## src/rtl/gray_to_bin_pipe_if.sv

```systemverilog
// Stream bundle for the pipelined Gray-to-binary decoder: Gray words in,
// binary words plus multi-bit-change flag out, valid/ready on both sides.
`timescale 1ns/1ps
interface gray_to_bin_pipe_if #(
   parameter int unsigned WIDTH = 8
);
   logic             in_valid;
   logic             in_ready;
   logic [WIDTH-1:0] in_gray;
   logic             out_valid;
   logic             out_ready;
   logic [WIDTH-1:0] out_bin;
   logic             out_err;

   // Decoder side
   modport slave (
      input  in_valid, in_gray, out_ready,
      output in_ready, out_valid, out_bin, out_err
   );

   // Producer/consumer side
   modport master (
      output in_valid, in_gray, out_ready,
      input  in_ready, out_valid, out_bin, out_err
   );
endinterface

```

## src/rtl/gray_to_bin_pipe.sv

```systemverilog
// Pipelined Gray-to-binary decoder: the XOR prefix chain is cut into STAGES
// slices, MSB slice first, with an elastic valid/ready pipeline around it.
`timescale 1ns/1ps
module gray_to_bin_pipe #(
   parameter int unsigned WIDTH    = 8,
   parameter int unsigned STAGES   = 2,
   parameter bit          CHECK_EN = 1'b1
) (
   input logic               clk,
   input logic               rst_n,
   gray_to_bin_pipe_if.slave bus
);
   localparam int unsigned SLICE = (WIDTH + STAGES - 1) / STAGES;
   localparam int unsigned LAST  = STAGES - 1;

   logic [STAGES-1:0] v;
   logic [STAGES-1:0] err;
   logic [WIDTH-1:0]  data [STAGES];
   logic [WIDTH-1:0]  res  [STAGES];
   logic [STAGES-1:0] adv;
   logic [STAGES-1:0] src_v;
   logic [STAGES-1:0] src_err;
   logic              err0;

   // Resolve bits [hi:lo] of a partly decoded word; bits above hi are already binary.
   function automatic logic [WIDTH-1:0] resolve(input logic [WIDTH-1:0] w,
                                                input int hi, input int lo);
      logic [WIDTH-1:0] r;
      logic             carry;
      r     = w;
      carry = 1'b0;
      for (int i = int'(WIDTH) - 1; i >= 0; i--) begin
         if (i <= hi && i >= lo) r[i] = carry ^ w[i];
         carry = r[i];
      end
      return r;
   endfunction

   for (genvar s = 0; s < int'(STAGES); s++) begin : g_stage
      localparam int HI     = int'(WIDTH) - 1 - s * int'(SLICE);
      localparam int LO_RAW = int'(WIDTH) - (s + 1) * int'(SLICE);
      localparam int LO     = (LO_RAW < 0) ? 0 : LO_RAW;
      if (s == 0) begin : g_head
         assign res[s] = resolve(bus.in_gray, HI, LO);
      end else begin : g_tail
         assign res[s] = resolve(data[s-1], HI, LO);
      end
   end

   // Advance chain: a stage may load when its word leaves or it is empty.
   always_comb begin
      logic [STAGES-1:0] a;
      a       = '0;
      a[LAST] = bus.out_ready | ~v[LAST];
      for (int s = int'(LAST) - 1; s >= 0; s--) begin
         a[s] = a[s+1] | ~v[s];
      end
      adv = a;
   end

   always_comb begin
      src_v      = '0;
      src_err    = '0;
      src_v[0]   = bus.in_valid;
      src_err[0] = err0;
      for (int s = 1; s < int'(STAGES); s++) begin
         src_v[s]   = v[s-1];
         src_err[s] = err[s-1];
      end
   end

   // Data only loads with a valid word, so idle input values never reach the output.
   always_ff @(posedge clk) begin
      if (!rst_n) begin
         v   <= '0;
         err <= '0;
         for (int s = 0; s < int'(STAGES); s++) data[s] <= '0;
      end else begin
         for (int s = 0; s < int'(STAGES); s++) begin
            if (adv[s]) begin
               v[s] <= src_v[s];
               if (src_v[s]) begin
                  data[s] <= res[s];
                  err[s]  <= src_err[s];
               end
            end
         end
      end
   end

   if (CHECK_EN) begin : g_chk
      logic [WIDTH-1:0] prev_gray;
      logic             prev_ok;
      logic [WIDTH-1:0] diff;
      logic             in_xfer;

      assign in_xfer = bus.in_valid & adv[0];
      assign diff    = bus.in_gray ^ prev_gray;
      // More than one bit set <=> clearing the lowest set bit leaves something.
      assign err0    = prev_ok & ((diff & (diff - WIDTH'(1))) != '0);

      always_ff @(posedge clk) begin
         if (!rst_n) begin
            prev_gray <= '0;
            prev_ok   <= 1'b0;
         end else if (in_xfer) begin
            prev_gray <= bus.in_gray;
            prev_ok   <= 1'b1;
         end
      end
   end else begin : g_nochk
      assign err0 = 1'b0;
   end

   assign bus.in_ready  = adv[0];
   assign bus.out_valid = v[LAST];
   assign bus.out_bin   = data[LAST];
   assign bus.out_err   = err[LAST];
endmodule

```

## src/flat_wrapper.sv

```systemverilog
// flat-port wrapper written by rule: the top's interface ports become plain ports
module gray_to_bin_pipe_flat 
#(
   parameter int unsigned WIDTH    = 8,
   parameter int unsigned STAGES   = 2,
   parameter bit          CHECK_EN = 1'b1
)
  (clk, rst_n, bus_in_valid, bus_in_gray, bus_out_ready, bus_in_ready, bus_out_valid, bus_out_bin, bus_out_err);
  gray_to_bin_pipe_if #(.WIDTH(WIDTH)) bus_i ();
  input logic clk;
  input logic rst_n;
  input wire logic [$bits(bus_i.in_valid)-1:0] bus_in_valid;
  input wire logic [$bits(bus_i.in_gray)-1:0] bus_in_gray;
  input wire logic [$bits(bus_i.out_ready)-1:0] bus_out_ready;
  output wire logic [$bits(bus_i.in_ready)-1:0] bus_in_ready;
  output wire logic [$bits(bus_i.out_valid)-1:0] bus_out_valid;
  output wire logic [$bits(bus_i.out_bin)-1:0] bus_out_bin;
  output wire logic [$bits(bus_i.out_err)-1:0] bus_out_err;
  assign bus_i.in_valid = bus_in_valid;
  assign bus_i.in_gray = bus_in_gray;
  assign bus_i.out_ready = bus_out_ready;
  assign bus_in_ready = bus_i.in_ready;
  assign bus_out_valid = bus_i.out_valid;
  assign bus_out_bin = bus_i.out_bin;
  assign bus_out_err = bus_i.out_err;
  gray_to_bin_pipe #(.WIDTH(WIDTH), .STAGES(STAGES), .CHECK_EN(CHECK_EN)) u_core (.clk(clk), .rst_n(rst_n), .bus(bus_i));
endmodule
```

## config.mk

```make
export PLATFORM = sky130hd
export DESIGN_NAME = gray_to_bin_pipe_flat
export DESIGN_NICKNAME = d
export VERILOG_FILES = /design/src/rtl/gray_to_bin_pipe_if.sv /design/src/rtl/gray_to_bin_pipe.sv /design/src/flat_wrapper.sv
export SDC_FILE = /design/constraint.sdc
export NUM_CORES = 1
export LEC_CHECK = 0
export CORE_MARGIN = 2
export CORE_UTILIZATION = 55
export DETAILED_ROUTE_END_ITERATION = 10
export PLACE_DENSITY = 0.83
export SETUP_SLACK_MARGIN = 0.2
export SYNTH_ARGS = -nofsm -noshare
export SYNTH_HDL_FRONTEND = slang
export SYNTH_SLANG_ARGS = --single-unit
```

## constraint.sdc

```tcl
create_clock -name clk -period 4.04 [get_ports clk]
set_input_delay 1.01 -clock clk [delete_from_list [all_inputs] [get_ports clk]]
set_output_delay 1.01 -clock clk [all_outputs]
set_load 0.02 [all_outputs]
```

* Yosys cells after proc, flatten, opt, wreduce, memory -nomap -nowiden
Memories as Yosys holds them, arrays and structs flattened. Cells that the tools add are included. W data, S select, Z words.
Word-level totals: word-level logic and storage cells 39, memories kept 1, flip-flop bits (word level) 13, output and inout bits 11, memory bits (writable) 16, input port bits 12
Cells by class: multiplexer cells 11, reduce and logical (&&, ||, !) cells 3, bitwise gates (word level) 17, add/sub/neg operators 1
Memory list:
- u_core.data | words 2, width 8, read ports 2, clocked after memory_dff 0, write ports 2, line gray_to_bin_pipe.sv:18 | logic [WIDTH-1:0] data [STAGES];
Operator list (number):
- $mux W8 | 2
- $mux W1 | 9
- $and A8 B8 Y8 | 1
- $reduce_bool A8 Y1 | 1
- $sub A8 B1 Y8 const B | 1
- $xor A8 B8 Y8 | 1
- $xor A1 B1 Y1 | 7
- $or A1 B1 Y1 | 4
- $reduce_and A2 Y1 | 2
- $and A1 B1 Y1 | 2
- $not A1 Y1 | 2

* Logic depth before layout (Yosys ltp)
Gate-level depths: netlist of run 1.
depth after elaboration 7, depth in mapped cells 5, mapped depth without buffers 4

* Worst setup path after synthesis of run 1
No wires, ideal clock.
path kind in2out, start point in bus_out_ready, end point out bus_in_ready, data arrival time 1305 ps, stages 1, setup slack 1725 ps, path through nand3b_2
Between the ends: longest elaborated chain between the ends 2
RTL lines:
- start, declared | line flat_wrapper.sv:14 | input wire logic [$bits(bus_i.out_ready)-1:0] bus_out_ready;
- $or A1 B1 Y1 | line gray_to_bin_pipe.sv:54 | a[LAST] = bus.out_ready | ~v[LAST];
- $or A1 B1 Y1 | line gray_to_bin_pipe.sv:56 | a[s] = a[s+1] | ~v[s];
- end, declared | line flat_wrapper.sv:15 | output wire logic [$bits(bus_i.in_ready)-1:0] bus_in_ready;
No other way between the ends.

* Worst setup path in the final report of run 1
Ends and elaborated chain as after synthesis.

==> impl_results.md, run 1 <==
* Std cell rows at 17
* GRT Total Usage at 19.40%
* CP max FO at 6
* Drt total wl at 2.258 mm
* Met3 Use GR at 8.475%
* Post-synth ARST share at 0%
* Core Util, Final at 69.53%
* CTS Buf Count at 5
* Initial antenna violation count at 0
* Post-synthesis net count at 139
* Vias at 919
* DRC Markers at 0
* Post-place setup slack at 735.3 ps
* Final Max Slew Viols at 0
* Clk_skew at 1.922 ps
* Final Hold Fails at 0
* Final Worst Setup Slack at 727.4 ps
* CP max-delay cell: clkdlybuf4s50_1
* Cell count along the critical path at 3
* Worst path most repeated cell: clkdlybuf4s50_1
* WL/cell at 12.90 um
* Die area at 2815 um^2
* Worst R2R Path Depth at 3
* Worst setup EP type: primary output
* Clock sink count at 29
* Worst Path Buf+Inv at 2
* Most frequent cell after synthesis: nand2_1
* Final non-filler cell total at 175
* Synth top area share at 36.29%
* Worst EP required at 3030 ps
* Final ANT Viol Nets at 0
* R2R Path Start: u_core.v[0]
* Met1 Track Usage GR at 17.61%
* Kind of cell adding the most delay to the critical path: buffers and inverters
* Crit path cell chain: clkdlybuf4s50_1, nand3b_2, clkdlybuf4s50_1
* Total grt overflow at 0
* Reg clk slew, reported paths at 90 ps
* Number of max-cap violations at 0
* Met2 Use GR at 36.25%
* Startpoint Class: input port
* Total negative slack at 0 ps
* Top_reg_cell synth: edfxtp_1
* Syn-to-layout area delta at 18.43%
* Outcome: finished, final reports clean
* CTS resizes at 0
* Final Critical Period at 3313 ps
* Core area at 2255 um^2
* Yosys top cell by area: edfxtp_1
* DR iter-0 viols at 13
* Post-Syn Area at 1324 um^2
* Post-CTS setup buffer count at 0
* CTS tree: yes
* Worst-Skew Late Latency at 330 ps
* Final-stage net count at 158
* Worst Path Class, Setup: input port to primary output
* Min-Delay Path Class: flip-flop to flip-flop
* Slew margin rel. at 62.63%
* Total iterations of the first detailed-routing run at 4
* Arr. time, crit path at 2300 ps
* Worst setup path start: bus_out_ready
* Synth Area per Inst at 10.42 um^2
* Die Span Y at 53.06 um
* R2r setup slk at 2570 ps
* Register bit total from synthesis at 29
* Sequential-to-total area share from yosys stat at 55.95%
* Grt peak-use layer: met2
* R2R Path End: u_core.data[0][5]
* Port bufs at 22
* Worst slew pin tran at 558.1 ps
* Count of final setup violators at 0
* Crit path capture: bus_in_ready
* Pleak at 0.5975 nW
* Setup repair after global routing missed its margin: false
* Layout cell share with drive strength beyond 1 at 5.442%
* Hold buffers post-CTS at 0
* Commonest cells in the netlist: nand2_1 (21), edfxtp_1 (16), dfxtp_1 (13)
* Vias per cell at 5.251
* I/O Pins at 23
* Die X at 53.06 um
* CTS H-Tree Depth at 2
* Ant diodes at 0
* First-pass GRT wire length at 3.622 mm
* Number of synthesized flops with an enable pin at 16
* Ranking of synthesized cells by area: edfxtp_1 (36%), dfxtp_1 (20%), xnor2_1 (7.9%), nand2_1 (6.0%), and2_1 (5.2%)
* Tcrit/Tclk final at 81.99%
* Max VDD drop at 0.3157 mV
* F_max at 301.9 MHz
* Synthesis Warnings at 0
* CP peak stage delay at 620 ps
* Dpl hpwl at 1.692 mm
* Starting Density at 58.71%
* Count of cell types in the netlist at 23
* Dpl cells at 167
* Root buf cell: clkbuf_4
* Routability cong. at 0.8262
* Power Dens Cells at 405.0 nW/um^2
* Synth Instances at 127
* Max clock buf depth at 2
* Vias in the first global route at 851
* Largest net degree at the start of global routing at 14
## final cells by class
type,count,area [um^2]
clock buffers,6,51.30
clock inverters,2,8.758
fillers,189,686.9
inverters,5,18.77
multi-input cells,83,493.0
flip-flops and latches,29,740.7
well taps,28,35.03
repair buffers,22,220.2
## logic make-up after synthesis
| logic type | share of synthesized area [%] |
|---|---|
| flops | 55.95 |
| compound gates | 8.601 |
| xor+xnor | 9.925 |
| simple gates | 17.20 |
| mux | 1.512 |
| buf+inv | 6.805 |
## per-stage QoR
step | power, mW | instance area, um^2 | hold slack, ps
CTS | 0.6400 | 1568 | 473.2
detailed placement | 0.4623 | 1508 | 460.8
floorplan | 0.4285 | 1324 | 448.1
global route | 0.6643 | 1568 | 493.5
global placement | 0.4564 | 1508 | 455.9
finish | 0.6349 | 1568 | 469.7
## report_power, final
group | switching [mW] | internal, mW | total, mW | leakage [nW]
clock network | 0.0982 | 0.0817 | 0.180 | 0.0357
logic | 0.0571 | 0.0510 | 0.108 | 0.282
registers | 0.0106 | 0.336 | 0.347 | 0.280
## metal layers
layer / part of all wire (%) / wire (um)
met1: 39 / 887
met3: 5.0 / 114
met4: 1.9 / 44
met2: 54 / 1212
met5: 0 / 0
## placed cells by master (no fill, tap or decap)
cell,Yosys,routed
a211oi_1,1,1
o211a_1,1,1
xnor2_1,12,12
clkinv_1,0,1
o2111ai_1,1,1
o211ai_1,2,2
nand4_1,1,1
inv_1,5,5
o21ai_0,1,1
a311oi_1,1,1
nor2_1,10,10
clkbuf_8,0,1
clkdlybuf4s50_1,0,22
nor3b_1,2,2
nand3_1,2,2
nand3b_2,1,1
a21oi_1,10,10
mux2i_1,2,2
clkbuf_4,0,5
nand2_1,21,21
and2_1,11,11
o32ai_1,1,1
clkinv_2,0,1
edfxtp_1,16,16
xor2_1,3,3
dfxtp_1,13,13
## sequential cells by signal, summed over array words and instances, names as in the netlist
name,cells
u_core.v,2
u_core.err,2
u_core.g_chk.prev_gray,8
u_core.g_chk.prev_ok,1
u_core.data,16
## worst reg2reg max path: cells and delay by family, from the launching register on
family,cells,cell delay [ps]
and+or+nand+nor,3,720
DFF,1,440
## how the worst min path moves through the flow
stage / from / endpoint / slack, ps / cells after the start
floorplan: u_core.g_chk.prev_gray[0] / u_core.g_chk.prev_gray[0] / 450 / 2
global placement: u_core.g_chk.prev_gray[6] / u_core.g_chk.prev_gray[6] / 460 / 2
detailed placement: u_core.g_chk.prev_gray[6] / u_core.g_chk.prev_gray[6] / 460 / 2
CTS: u_core.g_chk.prev_gray[2] / u_core.g_chk.prev_gray[2] / 470 / 2
global route: u_core.g_chk.prev_gray[6] / u_core.g_chk.prev_gray[6] / 490 / 2
finish: u_core.g_chk.prev_gray[2] / u_core.g_chk.prev_gray[2] / 470 / 2
Power figures use the tool's default switching activity.
==> inputs of run 2 (changes only) <==
--- a/config.mk
+++ b/config.mk
@@ -6,9 +6,9 @@
 export NUM_CORES = 1
 export LEC_CHECK = 0
 export CORE_MARGIN = 2
-export CORE_UTILIZATION = 55
+export CORE_UTILIZATION = 46
 export DETAILED_ROUTE_END_ITERATION = 10
-export PLACE_DENSITY = 0.83
+export PLACE_DENSITY = 0.74
 export SETUP_SLACK_MARGIN = 0.2
 export SYNTH_ARGS = -nofsm -noshare
 export SYNTH_HDL_FRONTEND = slang
==> constraint.sdc (replaced) <==
create_clock -name clk -period 2.8 [get_ports clk]
set_input_delay 0.7 -clock clk [delete_from_list [all_inputs] [get_ports clk]]
set_output_delay 0.7 -clock clk [all_outputs]
set_load 0.02 [all_outputs]
==> impl_results.md, run 2 (synthesis results as in run 1) <==
* Fillers at 235 (+24%)
* Worst Path Class, Setup: input port to primary output
* HP Start: u_core.g_chk.prev_gray[6]
* DR iter-0 viols at 6 (-7)
* I/O Pins at 23 (unchanged)
* Clk_skew at 6.968 ps (+5.046 ps)
* CTS resizes at 1 (+1)
* Count of final setup violators at 0 (unchanged)
* Total iterations of the first detailed-routing run at 4 (unchanged)
* Starting Density at 48.42% (-10 points)
* Dpl hpwl at 1.598 mm (-5.5%)
* R2R Path Start: u_core.v[0]
* Initial antenna violation count at 0 (unchanged)
* Core area at 2734 um^2 (+21%)
* Worst setup EP type: primary output
* Worst slew pin tran at 516.8 ps (-41.30 ps)
* Clock sink count at 29 (unchanged)
* Final ANT Viol Nets at 0 (unchanged)
* Power Dens Cells at 566.3 nW/um^2 (+40%)
* Pleak at 0.5960 nW (-0.25%)
* Final Hold Fails at 0 (unchanged)
* R2r setup slk at 1300 ps (-1270 ps)
* Max reg flops at 16 (unchanged)
* Die area at 3323 um^2 (+18%)
* F_max at 420.1 MHz
* Reg clk slew, reported paths at 80 ps (about the same)
* Std cell rows at 19 (+2)
* Layout cell share with drive strength beyond 1 at 6.081% (+0.64 points)
* Max VDD drop at 0.4682 mV (+48%)
* Hold buffers post-CTS at 0 (unchanged)
* Arr. time, crit path at 1680 ps (-620 ps)
* Total grt overflow at 0 (unchanged)
* Cell depth of the worst min-delay path at 2 (unchanged)
* Most frequent cells in the layout: nand2_1 (21), clkdlybuf4s50_1 (21), edfxtp_1 (16)
* Vias in the first global route at 895 (+5.2%)
* CTS tree: yes
* Final-stage net count at 159 (+0.63%)
* Final Critical Period at 2380 ps
* Vias per cell at 5.095 (-3.0%)
* CP max FO at 3 (-3)
* Port bufs at 22 (unchanged)
* Min-Delay Path Class: flip-flop to flip-flop
* Post-CTS setup buffer count at 0 (unchanged)
* Largest net degree at the start of global routing at 14 (unchanged)
* Die X at 57.65 um (+8.6%)
* CTS Buf Count at 5 (unchanged)
* Die Span Y at 57.65 um (+8.6%)
* Slew margin rel. at 65.39% (+2.8 points)
* Max clock buf depth at 2 (unchanged)
* Worst-Skew Late Latency at 320 ps (about the same)
* Drt total wl at 2.086 mm (-7.6%)
* R2R Path End: u_core.data[0][7]
* Root buf cell: clkbuf_4
* Register with the most flip-flops: u_core.data
* Number of max-cap violations at 0 (unchanged)
* Hold EP: u_core.g_chk.prev_gray[6]
* Routability cong. at 0.8772 (+6.2%)
* Largest registers: u_core.data (16), u_core.g_chk.prev_gray (8)
* Tcrit/Tclk final at 85.01%
* Vias at 912 (-0.76%)
* First-pass GRT wire length at 3.512 mm (-3.0%)
* CTS H-Tree Depth at 2 (unchanged)
* Syn-to-layout area delta at 18.53% (about the same)
* Outcome: finished, final reports clean
* Final Max Slew Viols at 0 (unchanged)
* Setup repair after global routing missed its margin: false
* Total negative slack at 0 ps (unchanged)
* Startpoint Class: input port
* DRC Markers at 0 (unchanged)
* GRT Total Usage at 14.31% (-5.1 points)
* WL/cell at 11.65 um (-9.7%)
* Minimum hold slack at 468.1 ps (-1.593 ps)
* Worst EP required at 2100 ps (-930 ps)
* Ant diodes at 0 (unchanged)
* Worst R2R Path Depth at 4 (+1)
==> run 2: cell count changes in the layout (fill, tap and decap cells not counted) <==
| cell | before | now |
|---|---|---|
| buf_4 | 0 | 1 |
| clkbuf_1 | 0 | 1 |
| clkbuf_8 | 1 | 0 |
| clkdlybuf4s50_1 | 22 | 21 |
| clkinv_1 | 1 | 0 |
| clkinv_2 | 1 | 2 |
| dlygate4sd2_1 | 0 | 1 |
==> run 2: area by class of cell <==
cell class / count / area [um^2] / share of cell area [%]
inverters: 5 / 18.77 / 1.196
well taps: 31 / 38.79 / 2.472
clock buffers: 6 / 41.29 / 2.632
flip-flops and latches: 29 / 740.7 / 47.21
repair buffers: 23 / 226.5 / 14.43
clock inverters: 2 / 10.01 / 0.6380
multi-input cells: 83 / 493.0 / 31.42
==> run 2: per-layer routing <==
layer  track usage [%]  vias to the layer above  routed length, um
met3             6.696                        2                107
met4             5.316                        0                 21
met5                 0                        -                  0
met2             25.65                       18               1091
met1             14.35                      429                865
li1                  -                      463                  -
==> run 2: stage by stage <==
stage / utilization, % / area, um^2 / cells / power [mW] / setup WS [ps]
finish: 57.39 / 1569 / 179 / 0.8885 / 419.7
global route: 57.39 / 1569 / 179 / 0.9331 / 393.7
CTS: 57.39 / 1569 / 179 / 0.8981 / 412.9
detailed placement: 55.56 / 1519 / 171 / 0.6663 / 164.6
global placement: 55.56 / 1519 / 171 / 0.6592 / 185.8
floorplan: - / 1324 / 127 / 0.6183 / 1037
==> run 2: worst max-delay path, stage by stage <==
cell,delay (ps)
clkdlybuf4s50_1,430
nand3b_2,220
dlygate4sd2_1,330
==> run 2: worst max-delay path by stage <==
stage	start	endpoint	slack, ps	depth (start not counted)
2_1_floorplan	bus_out_ready	u_core.data[0][0]	1040	3
3_3_place_gp	bus_out_ready	bus_in_ready	190	3
3_5_place_dp	bus_out_ready	bus_in_ready	160	3
4_1_cts	bus_out_ready	bus_in_ready	410	3
5_1_grt	bus_out_ready	bus_in_ready	390	3
6_report	bus_out_ready	bus_in_ready	420	3
==> run 2: where the power goes <==
part / internal (mW) / leakage [nW] / switching (mW) / total, mW
Combinational: 0.0737 / 0.284 / 0.0813 / 0.155
Sequential: 0.485 / 0.280 / 0.0140 / 0.499
Clock: 0.0954 / 0.0320 / 0.139 / 0.234
==> inputs of run 3 (changes only) <==
--- a/config.mk
+++ b/config.mk
@@ -5,10 +5,12 @@
 export SDC_FILE = /design/constraint.sdc
 export NUM_CORES = 1
 export LEC_CHECK = 0
+export CELL_PAD_IN_SITES_DETAIL_PLACEMENT = 1
+export CELL_PAD_IN_SITES_GLOBAL_PLACEMENT = 2
 export CORE_MARGIN = 2
-export CORE_UTILIZATION = 46
+export CORE_UTILIZATION = 35
 export DETAILED_ROUTE_END_ITERATION = 10
-export PLACE_DENSITY = 0.74
+export PLACE_DENSITY_LB_ADDON = 0.1
 export SETUP_SLACK_MARGIN = 0.2
 export SYNTH_ARGS = -nofsm -noshare
 export SYNTH_HDL_FRONTEND = slang
==> constraint.sdc (replaced) <==
create_clock -name clk -period 3 [get_ports clk]
set_input_delay 0.75 -clock clk [delete_from_list [all_inputs] [get_ports clk]]
set_output_delay 0.75 -clock clk [all_outputs]
set_load 0.02 [all_outputs]
==> impl_results.md, run 3 (synthesis results as in run 1) <==
* Worst Path Buf+Inv at 2 (unchanged)
* Kind of cell adding the most delay to the critical path: buffers and inverters
* Met1 Wirelength at 1.014 mm (+17%)
* CTS Buf Count at 5 (unchanged)
* Total iterations of the first detailed-routing run at 3 (-1)
* Worst R2R Path Depth at 3 (-1)
* F_max at 388.9 MHz
* Final Max Slew Viols at 0 (unchanged)
* Final ANT Viol Nets at 0 (unchanged)
* Final Critical Period at 2572 ps
* Max clock buf depth at 2 (unchanged)
* Max reg flops at 16 (unchanged)
* CTS H-Tree Depth at 2 (unchanged)
* R2R Path Start: u_core.v[0]
* Root buf cell: clkbuf_8
* Vias per cell at 4.600 (-9.7%)
* Setup repair after global routing missed its margin: false
* Routability cong. at 0.7055 (-20%)
* DR iter-0 viols at 27 (+21)
* Vias in the first global route at 897 (+0.22%)
* Worst-Skew Late Latency at 280 ps (-40 ps)
* Top sig layer: met4
* WL/cell at 12.46 um (+6.9%)
* Crit path cell chain: clkdlybuf4s50_1, nand3b_2, dlygate4sd2_1
* PnR Total Power at 0.9144 mW (+2.9%)
* Startpoint Class: input port
* Std cell rows at 22 (+3)
* I/O Pins at 23 (unchanged)
* Worst EP required at 2250 ps (+150 ps)
* Worst setup path start: bus_out_ready
* Largest registers: u_core.data (16), u_core.g_chk.prev_gray (8)
* Max VDD drop at 0.1998 mV (-57%)
* Final-stage net count at 158 (-0.63%)
* Dpl hpwl at 1.835 mm (+15%)
* Tcrit/Tclk final at 85.72%
* Post-CTS setup buffer count at 0 (unchanged)
* Largest net degree at the start of global routing at 14 (unchanged)
* Post-place setup slack at 200.6 ps (+35.95 ps)
* Drt total wl at 2.429 mm (+16%)
* Total grt overflow at 0 (unchanged)
* Power Dens Cells at 567.0 nW/um^2 (+0.13%)
* Hold buffers post-CTS at 0 (unchanged)
* CP max-delay cell: clkdlybuf4s50_1
* Worst slew pin tran at 556.8 ps (+40.00 ps)
* DRC Markers at 0 (unchanged)
* Final Worst Setup Slack at 428.4 ps (+8.613 ps)
* Outcome: finished, final reports clean
* Layout cell share with drive strength beyond 1 at 4.762% (-1.3 points)
* Number of max-cap violations at 0 (unchanged)
* CTS resizes at 1 (unchanged)
* Ant diodes at 0 (unchanged)
* Clk_skew at 3.016 ps (-3.952 ps)
* Die area at 4290 um^2 (+29%)
* R2R Path End: u_core.data[0][6]
* Reg clk slew, reported paths at 60 ps (-20 ps)
* Starting Density at 36.16% (-12 points)
* Reg area at 740.7 um^2 (unchanged)
* First-pass GRT wire length at 4.036 mm (+15%)
* Worst Path Class, Setup: input port to primary output
* Count of final setup violators at 0 (unchanged)
* Final Hold Fails at 0 (unchanged)
* Vias at 897 (-1.6%)
* Crit path capture: bus_in_ready
* GRT Total Usage at 13.15% (-1.2 points)
* Metal3 WL at 123 um (+15%)
* Syn-to-layout area delta at 21.83%
* Register with the most flip-flops: u_core.data
* Initial antenna violation count at 0 (unchanged)
* Most frequent cells in the layout: nand2_1 (21), clkdlybuf4s50_1 (21), edfxtp_1 (16)
* Worst setup EP type: primary output
* Die Span Y at 65.50 um (+14%)
* Routed met2 length at 1.226 mm (+12%)
* Arr. time, crit path at 1820 ps (+140 ps)
* Area occupied by multi-input gates at 493.0 um^2 (unchanged)
* Design area at 1613 um^2 (+2.8%)
* Clock sink count at 29 (unchanged)
* Die X at 65.50 um (+14%)
* Placed Area at 1533 um^2 (+0.91%)
* Pleak at 0.6028 nW (+1.1%)
* CP peak stage delay at 430 ps (about the same)
* Fillers at 430 (+83%)
* Port bufs at 22 (unchanged)
* CTS tree: yes
* Core area at 3661 um^2 (+34%)
* Slew margin rel. at 62.71% (-2.7 points)
* Total negative slack at 0 ps (unchanged)
* Cell count along the critical path at 3 (unchanged)
* Min-Delay Path Class: flip-flop to flip-flop
* CP max FO at 6 (+3)
* R2r setup slk at 1530 ps (+230 ps)
[run 3: area by class of cell]
cell class | count | share of cell area (%)
clock inverters | 3 | 0.7758
repair buffers | 22 | 13.58
multi-input cells | 83 | 30.57
clock buffers | 5 | 4.267
inverters | 5 | 1.164
well taps | 48 | 3.724
flip-flops and latches | 29 | 45.93
[run 3: metrics by stage]
step                cells  hold slack [ps]  util (%)
finish                195            465.2     44.05
global placement      187            455.5     41.87
CTS                   195            471.8     44.05
floorplan             127            448.1         -
detailed placement    187            463.2     41.87
global route          195            494.5     44.05
[run 3: layer usage]
metal  vias up  track usage (%)
met5         -                0
met1       414            13.47
li1        457                -
met3         6            4.623
met4         0            7.813
met2        20            22.96
[run 3: worst register-to-register path, stage by stage, from the launching register on]
cell	delay (ps)
dfxtp_1	410
nand3b_2	160
nand2_1	310
nand2_1	280
[run 3: where the power goes]
group | total, mW | internal, mW | switching [mW]
Sequential | 0.468 | 0.454 | 0.0139
Combinational | 0.146 | 0.0685 | 0.0772
Clock | 0.301 | 0.156 | 0.146
Total | 0.914 | 0.678 | 0.237
[run 3: how the worst min path moves through the flow]
stage / slack, ps / startpoint / to / depth (start not counted)
global route: 490 / u_core.g_chk.prev_gray[6] / u_core.g_chk.prev_gray[6] / 2
finish: 470 / u_core.g_chk.prev_gray[5] / u_core.g_chk.prev_gray[5] / 2
CTS: 470 / u_core.g_chk.prev_gray[5] / u_core.g_chk.prev_gray[5] / 2
detailed placement: 460 / u_core.g_chk.prev_gray[5] / u_core.g_chk.prev_gray[5] / 2
floorplan: 450 / u_core.g_chk.prev_gray[0] / u_core.g_chk.prev_gray[0] / 2
global placement: 460 / u_core.g_chk.prev_gray[2] / u_core.g_chk.prev_gray[2] / 2
